[src/rtl/lse_pkg.sv]
// Shared mode encoding and fixed-point constant helpers for the LSE pipeline.
// Helpers return 64-bit values; callers size-cast them to their own width.
package lse_pkg;

  typedef enum logic {
    LSE_PAIR = 1'b0,
    LSE_ACC  = 1'b1
  } lse_mode_e;

  // Most negative code, used as log-domain minus infinity.
  function automatic longint lse_neg_inf(input int unsigned w);
    return -(longint'(1) << (w - 1));
  endfunction

  function automatic longint lse_pos_sat(input int unsigned w);
    return (longint'(1) << (w - 1)) - 1;
  endfunction

  // 1.0 shifted right by sh, i.e. 2^-sh in fixed point.
  function automatic longint lse_frac(input int unsigned f, input int unsigned sh);
    return (longint'(1) << f) >> sh;
  endfunction

  // Negative threshold -mag.0 in fixed point.
  function automatic longint lse_thr(input int unsigned mag, input int unsigned f);
    return -(longint'(mag) << f);
  endfunction

endpackage

[src/rtl/lse_lane_kernel.sv]
// Combinational single-lane log-sum-exp: max plus a piecewise-constant correction,
// saturating at the positive limit.
module lse_lane_kernel
  import lse_pkg::*;
#(
  parameter int unsigned DATA_WIDTH = 24,
  parameter int unsigned FRAC_BITS  = 10
) (
  input  logic [DATA_WIDTH-1:0] i_a,
  input  logic [DATA_WIDTH-1:0] i_b,
  output logic [DATA_WIDTH-1:0] o_res,
  output logic                  o_ovf
);

  localparam int unsigned W = DATA_WIDTH;
  localparam logic [W-1:0]        NegInf    = W'(lse_neg_inf(W));
  localparam logic signed [W:0]   PosSatX   = (W+1)'(lse_pos_sat(W));
  localparam logic signed [W:0]   ThrN8     = (W+1)'(lse_thr(8, FRAC_BITS));
  localparam logic signed [W:0]   ThrN4     = (W+1)'(lse_thr(4, FRAC_BITS));
  localparam logic signed [W:0]   ThrN2     = (W+1)'(lse_thr(2, FRAC_BITS));
  localparam logic signed [W:0]   CorrOne   = (W+1)'(lse_frac(FRAC_BITS, 0));
  localparam logic signed [W:0]   CorrHalf  = (W+1)'(lse_frac(FRAC_BITS, 1));
  localparam logic signed [W:0]   CorrEigth = (W+1)'(lse_frac(FRAC_BITS, 3));
  localparam logic signed [W:0]   CorrTiny  = (W+1)'(lse_frac(FRAC_BITS, 5));

  logic signed [W-1:0] w_a, w_b, w_l, w_s;
  logic signed [W:0]   w_d, w_corr, w_sum;

  assign w_a = i_a;
  assign w_b = i_b;

  always_comb begin
    w_l    = (w_a >= w_b) ? w_a : w_b;
    w_s    = (w_a >= w_b) ? w_b : w_a;
    // One extra bit keeps d and the sum exact across the full operand range.
    w_d    = {w_s[W-1], w_s} - {w_l[W-1], w_l};
    w_corr = CorrOne;
    if (w_s == NegInf)     w_corr = '0;
    else if (w_d == '0)    w_corr = CorrOne;
    else if (w_d < ThrN8)  w_corr = CorrTiny;
    else if (w_d < ThrN4)  w_corr = CorrEigth;
    else if (w_d < ThrN2)  w_corr = CorrHalf;
    w_sum  = {w_l[W-1], w_l} + w_corr;
    o_res  = w_sum[W-1:0];
    o_ovf  = 1'b0;
    if ((i_a == NegInf) && (i_b == NegInf)) begin
      o_res = NegInf;
    end else if (w_sum > PosSatX) begin
      o_res = PosSatX[W-1:0];
      o_ovf = 1'b1;
    end
  end

endmodule

[src/rtl/lse_simd_pipe.sv]
// Two-stage SIMD log-sum-exp pipeline with valid/ready handshakes, supporting
// per-beat pairs and per-packet accumulation.
module lse_simd_pipe
  import lse_pkg::*;
#(
  parameter int unsigned DATA_WIDTH = 24,
  parameter int unsigned FRAC_BITS  = 10,
  parameter int unsigned LANES      = 4
) (
  input  logic                        clk,
  input  logic                        rst_n,
  input  logic                        mode_i,
  input  logic                        in_valid,
  output logic                        in_ready,
  input  logic [LANES*DATA_WIDTH-1:0] in_x,
  input  logic [LANES*DATA_WIDTH-1:0] in_y,
  input  logic                        in_last,
  output logic                        out_valid,
  input  logic                        out_ready,
  output logic [LANES*DATA_WIDTH-1:0] out_result,
  output logic [LANES-1:0]            out_ovf,
  output logic [LANES-1:0]            ovf_sticky,
  input  logic                        ovf_clr,
  output logic                        busy
);

  localparam int unsigned W  = DATA_WIDTH;
  localparam int unsigned VW = LANES * DATA_WIDTH;
  localparam logic [W-1:0]  NegInf    = W'(lse_neg_inf(W));
  localparam logic [VW-1:0] NegInfVec = {LANES{NegInf}};

  logic              r_s1_valid, r_s1_last, r_pkt_open, r_out_valid;
  lse_mode_e         r_s1_mode;
  logic [VW-1:0]     r_s1_x, r_s1_y, r_acc, r_out_result;
  logic [LANES-1:0]  r_acc_ovf, r_out_ovf, r_sticky;

  lse_mode_e         w_in_mode;
  logic              w_in_fire, w_s2_free, w_s1_emits, w_s1_adv, w_s2_load;
  logic [VW-1:0]     w_kern_a, w_kern_res;
  logic [LANES-1:0]  w_kern_ovf, w_pkt_ovf;

  // Only ACC packets stay open, so an open packet pins the mode to ACC.
  assign w_in_mode  = r_pkt_open ? LSE_ACC : lse_mode_e'(mode_i);
  assign w_in_fire  = in_valid && in_ready;
  assign w_s2_free  = !r_out_valid || out_ready;
  assign w_s1_emits = (r_s1_mode == LSE_PAIR) || r_s1_last;
  assign w_s1_adv   = r_s1_valid && (!w_s1_emits || w_s2_free);
  assign w_s2_load  = w_s1_adv && w_s1_emits;
  assign in_ready   = !r_s1_valid || w_s1_adv;
  assign w_kern_a   = (r_s1_mode == LSE_ACC) ? r_acc : r_s1_y;
  assign w_pkt_ovf  = w_kern_ovf | ((r_s1_mode == LSE_ACC) ? r_acc_ovf : '0);

  for (genvar g = 0; g < LANES; g++) begin : g_lane
    lse_lane_kernel #(
      .DATA_WIDTH (W),
      .FRAC_BITS  (FRAC_BITS)
    ) u_kernel (
      .i_a   (w_kern_a[g*W +: W]),
      .i_b   (r_s1_x[g*W +: W]),
      .o_res (w_kern_res[g*W +: W]),
      .o_ovf (w_kern_ovf[g])
    );
  end

  always_ff @(posedge clk or negedge rst_n) begin
    if (!rst_n) begin
      r_s1_valid <= 1'b0;
      r_s1_last  <= 1'b0;
      r_s1_mode  <= LSE_PAIR;
      r_s1_x     <= '0;
      r_s1_y     <= '0;
      r_pkt_open <= 1'b0;
    end else if (w_in_fire) begin
      r_s1_valid <= 1'b1;
      r_s1_last  <= (w_in_mode == LSE_PAIR) || in_last;
      r_s1_mode  <= w_in_mode;
      r_s1_x     <= in_x;
      r_s1_y     <= in_y;
      r_pkt_open <= (w_in_mode == LSE_ACC) && !in_last;
    end else if (w_s1_adv) begin
      r_s1_valid <= 1'b0;
    end
  end

  always_ff @(posedge clk or negedge rst_n) begin
    if (!rst_n) begin
      r_acc     <= NegInfVec;
      r_acc_ovf <= '0;
    end else if (w_s1_adv && (r_s1_mode == LSE_ACC)) begin
      r_acc     <= r_s1_last ? NegInfVec : w_kern_res;
      r_acc_ovf <= r_s1_last ? '0 : w_pkt_ovf;
    end
  end

  always_ff @(posedge clk or negedge rst_n) begin
    if (!rst_n) begin
      r_out_valid  <= 1'b0;
      r_out_result <= '0;
      r_out_ovf    <= '0;
      r_sticky     <= '0;
    end else begin
      if (w_s2_load) begin
        r_out_valid  <= 1'b1;
        r_out_result <= w_kern_res;
        r_out_ovf    <= w_pkt_ovf;
      end else if (out_ready) begin
        r_out_valid  <= 1'b0;
      end
      r_sticky <= (ovf_clr ? '0 : r_sticky) | (w_s2_load ? w_pkt_ovf : '0);
    end
  end

  assign out_valid  = r_out_valid;
  assign out_result = r_out_result;
  assign out_ovf    = r_out_ovf;
  assign ovf_sticky = r_sticky;
  assign busy       = r_pkt_open || r_s1_valid || r_out_valid;

endmodule
[config.mk]
export PLATFORM = sky130hd
export DESIGN_NAME = lse_simd_pipe
export DESIGN_NICKNAME = d
export VERILOG_FILES = /design/src/rtl/lse_pkg.sv /design/src/rtl/lse_lane_kernel.sv /design/src/rtl/lse_simd_pipe.sv
export SDC_FILE = /design/constraint.sdc
export NUM_CORES = 1
export LEC_CHECK = 0
export ABC_AREA = 1
export CORE_UTILIZATION = 59
export CTS_BUF_LIST = sky130_fd_sc_hd__clkbuf_8 sky130_fd_sc_hd__clkbuf_16
export CTS_CLUSTER_SIZE = 24
export DETAILED_ROUTE_END_ITERATION = 16
export PLACE_DENSITY = 0.79
export SLEW_MARGIN = 25
export SYNTH_ARGS = -nofsm -noshare
export SYNTH_HDL_FRONTEND = slang
export SYNTH_SLANG_ARGS = --single-unit
[constraint.sdc]
create_clock -name clk -period 8.2 [get_ports clk]
set_input_delay 1.23 -clock clk [delete_from_list [all_inputs] [get_ports clk]]
set_output_delay 1.23 -clock clk [all_outputs]
set_load 0.02 [all_outputs]
==> results.cfg <==
[timing]
period_share = 0.922
drv_slew = 0
finalHoldViolCount = 0
hold-worst-slack_ns = 0.472
max_freq_ghz = 0.132
fin_tns_setup_ns = 0
finalSetupViolCount = 0
relSlewSlack = 0.335
skew_ns = 0.0284
fin_crit_ns = 7.56
worstMarginPinSlew_ns = 0.997

[power]
p_per_area_mw_per_mm2 = 497
leakage_nw = 19.6
ir_worst_vdd_uv = 255
p_total_w = 0.0180

[yosys]
synthArstFlopShare = 1.00
synth_ff_type = dfrtp_1
ys_seq_area_frac = 0.325
ys_ff_latch = 401
yosys_warnings = 0
postSynthCellCount = 4947
ys_types = 54
yosysTopAreaCellShare = 0.322
synth_edf_count = 0
synthesis.area_mm2 = 0.0309
yosysTopAreaCell = dfrtp_1
ys_top_cells_by_area = dfrtp_1 (32%), nand2_1 (25%), inv_1 (7.8%)
syn_nets = 5281
post_synth.cell_area_avg_um2 = 6.25

[cells_and_area]
fin_util = 0.705
seq_area_mm2 = 0.0100
fillers = 4545
fin_nets = 5536
layoutNonFillerInstCount = 5920
drive_gt1_frac = 0.0512
areaGrowthSynthToFinish_pct = 17.5
multi_input_area_mm2 = 0.0178

[floorplan]
start_util = 0.600
die-area_mm2 = 0.0533
core_area_mm2 = 0.0515
die_x_um = 231
io_pins = 306
num_rows = 83
die_h_um = 231

[global_route]
grt_use_total = 0.388
grt_pass1_wl_mm = 164
grt_pass1_vias = 30529
antenna_found_initial = 3
overflow = 0
grt_start_max_net_pins = 149

[setup_path]
regToRegSetupSlack_ns = 0.64
required_ns = 8.71
end_kind = flop
rr_startpoint = r_s1_mode
rr_endpoint = r_acc[10]
cp_slowest_stage_delay_ns = 0.57
cpLargestDelayFamily = simple AND/OR/NAND/NOR gates
reg2regPathDepth = 43
crit_path_top_delay_cell = dfrtp_4
path_depth = 43
crit_type = flop to flop
worst-path-buf-inv = 4
crit_start = r_s1_mode
critical_path.max_fanout = 61
arrival_ns = 8.07
critPathCapture = r_acc[10]
critPathLaunchType = flop
crit_top_cell = nand2_1

[cts]
clock_path_buffers = 3
postCtsSetupBuffers = 0
path_clk_slew_ns = 0.06
clock-sinks = 401
cts_tree = done
clkLatencyLatePin_ns = 0.61
cts-buffers-inserted = 45
h-tree-depth = 2
cts-root-buf = clkbuf_16

[routing]
vias_per_cell = 5.61
drtIter0Drc = 3904
first_pass_iters = 8
wl_per_cell_um = 17.7
drtAntennaViolNets = 0
totalWireLength_mm = 105
vias = 33227
drc_errors = 0

[placed_design]
dp.cells = 5831
port_buffers = 305
hpwlAfterDp_mm = 79.7
place_congestion = 1.04

[status]
status = finished, final reports clean

[job]
max_cap_viol_count = 0

[worst_hold_path]
hold_path_class = flop to flop
-- through the flow --
step                instance area, um2  worst slack, ns
global placement                 34500           0.0815
global route                     36300         -0.00233
finish                           36300            0.639
CTS                              36100           0.0959
floorplan                        30900             1.68
detailed placement               34500          -0.0661
-- cell type report --
| class | count | area share |
|---|---|---|
| Timing Repair Buffer | 363 | 0.0981 |
| Clock buffer | 57 | 0.0359 |
| Inverter | 654 | 0.0680 |
| Sequential cell | 401 | 0.277 |
| Antenna cell | 3 | 0.000207 |
| Multi-Input combinational cell | 3737 | 0.490 |
| Clock inverter | 25 | 0.00731 |
| Tap cell | 680 | 0.0234 |
-- worst min-delay path, delay by kind of cell, from the launching register on --
family	cells	cell delay, ns
DFF	1	0.34
and+or+nand+nor	2	0.10
-- cells in the final DEF (no fill, tap or decap), types with 4 or more instances in the layout --
master / count
nor2_2: 8
ha_1: 133
o21bai_1: 4
nand3_1: 263
a21oi_2: 4
nand4_1: 111
o21ai_2: 17
clkbuf_16: 46
clkdlybuf4s50_1: 304
o21ai_0: 351
xnor2_1: 18
or4_1: 7
nand3_4: 6
nand3b_1: 23
buf_4: 50
nand2_2: 6
inv_2: 11
nor4_1: 45
buf_12: 4
or2_2: 50
nor3_1: 54
clkinv_2: 5
o21a_1: 6
inv_1: 649
o21ai_1: 122
nand2_4: 6
dfrtp_1: 396
nor2_1: 276
dfstp_2: 4
bufinv_16: 4
clkbuf_8: 11
nand2_1: 2037
nor3_2: 7
a21oi_1: 100
a31oi_1: 4
a21o_1: 5
xor2_1: 35
-- synth_stat cells, types with 8 or more instances --
cell,count
xnor2_1,18
o21ai_0,386
xor2_1,36
nand3_1,265
nor2_2,8
nand2_1,2040
nor4_1,45
buf_4,12
buf_2,20
ha_1,135
inv_1,644
dfrtp_1,397
clkbuf_1,103
nor3_1,55
a21oi_1,101
inv_2,10
nand2_2,8
nand3b_1,23
o21ai_1,98
nand4_1,111
buf_6,16
nor2_1,277
or2_2,50
-- worst min path at each step --
stage | endpoint | startpoint | slack (ns) | cells after the start
2_1_floorplan | r_acc[18] | r_acc[18] | 0.44 | 2
3_3_place_gp | r_acc[69] | r_acc[69] | 0.45 | 2
4_1_cts | r_acc[29] | r_acc[29] | 0.47 | 2
3_5_place_dp | r_acc[29] | r_acc[29] | 0.46 | 2
6_report | r_acc[29] | r_acc[29] | 0.47 | 2
5_1_grt | r_acc[18] | r_acc[18] | 0.48 | 2
-- state kept, by name, summed over array words and instances, names as in the netlist --
register and cells:
r_s1_x 96, r_s1_last 1, r_s1_valid 1, r_acc_ovf 4, out_valid 1, out_result 96
r_pkt_open 1, ovf_sticky 4, out_ovf 4, r_s1_y 96, r_s1_mode 1, r_acc 96
-- where the power goes --
part,internal [W],switching (W)
Clock,0.00125,0.000898
Sequential,0.00259,0.000479
Combinational,0.00418,0.00863
-- routing by layer --
metal	part of all wire	global-route usage	vias to the layer above	wire (um)
met5	0	0	-	0
met2	0.43	0.584	1565	44700
li1	-	-	16169	-
met3	0.10	0.0693	200	10900
met4	0.039	0.150	0	4080
met1	0.43	0.553	15293	44900
-- cell families after synthesis --
family | Yosys count | synth area share
adder cells (fa/ha/maj) | 135 | 0.0547
XOR/XNOR | 54 | 0.0153
AND/OR/NAND/NOR | 2919 | 0.395
multiplexers | 1 | 0.000324
buffers and inverters | 813 | 0.105
flip-flops | 401 | 0.325
AO/OA/AOI/OAI | 624 | 0.104
-- what timing repair did --
item,CTS,global route
endpoints found under the hold margin,0,0
hold buffers,0,0
gates resized for setup,1,66
cloned,0,4
pin swaps,0,5
endpoints found under the setup margin,31,199
Power figures use the tool's default switching activity.
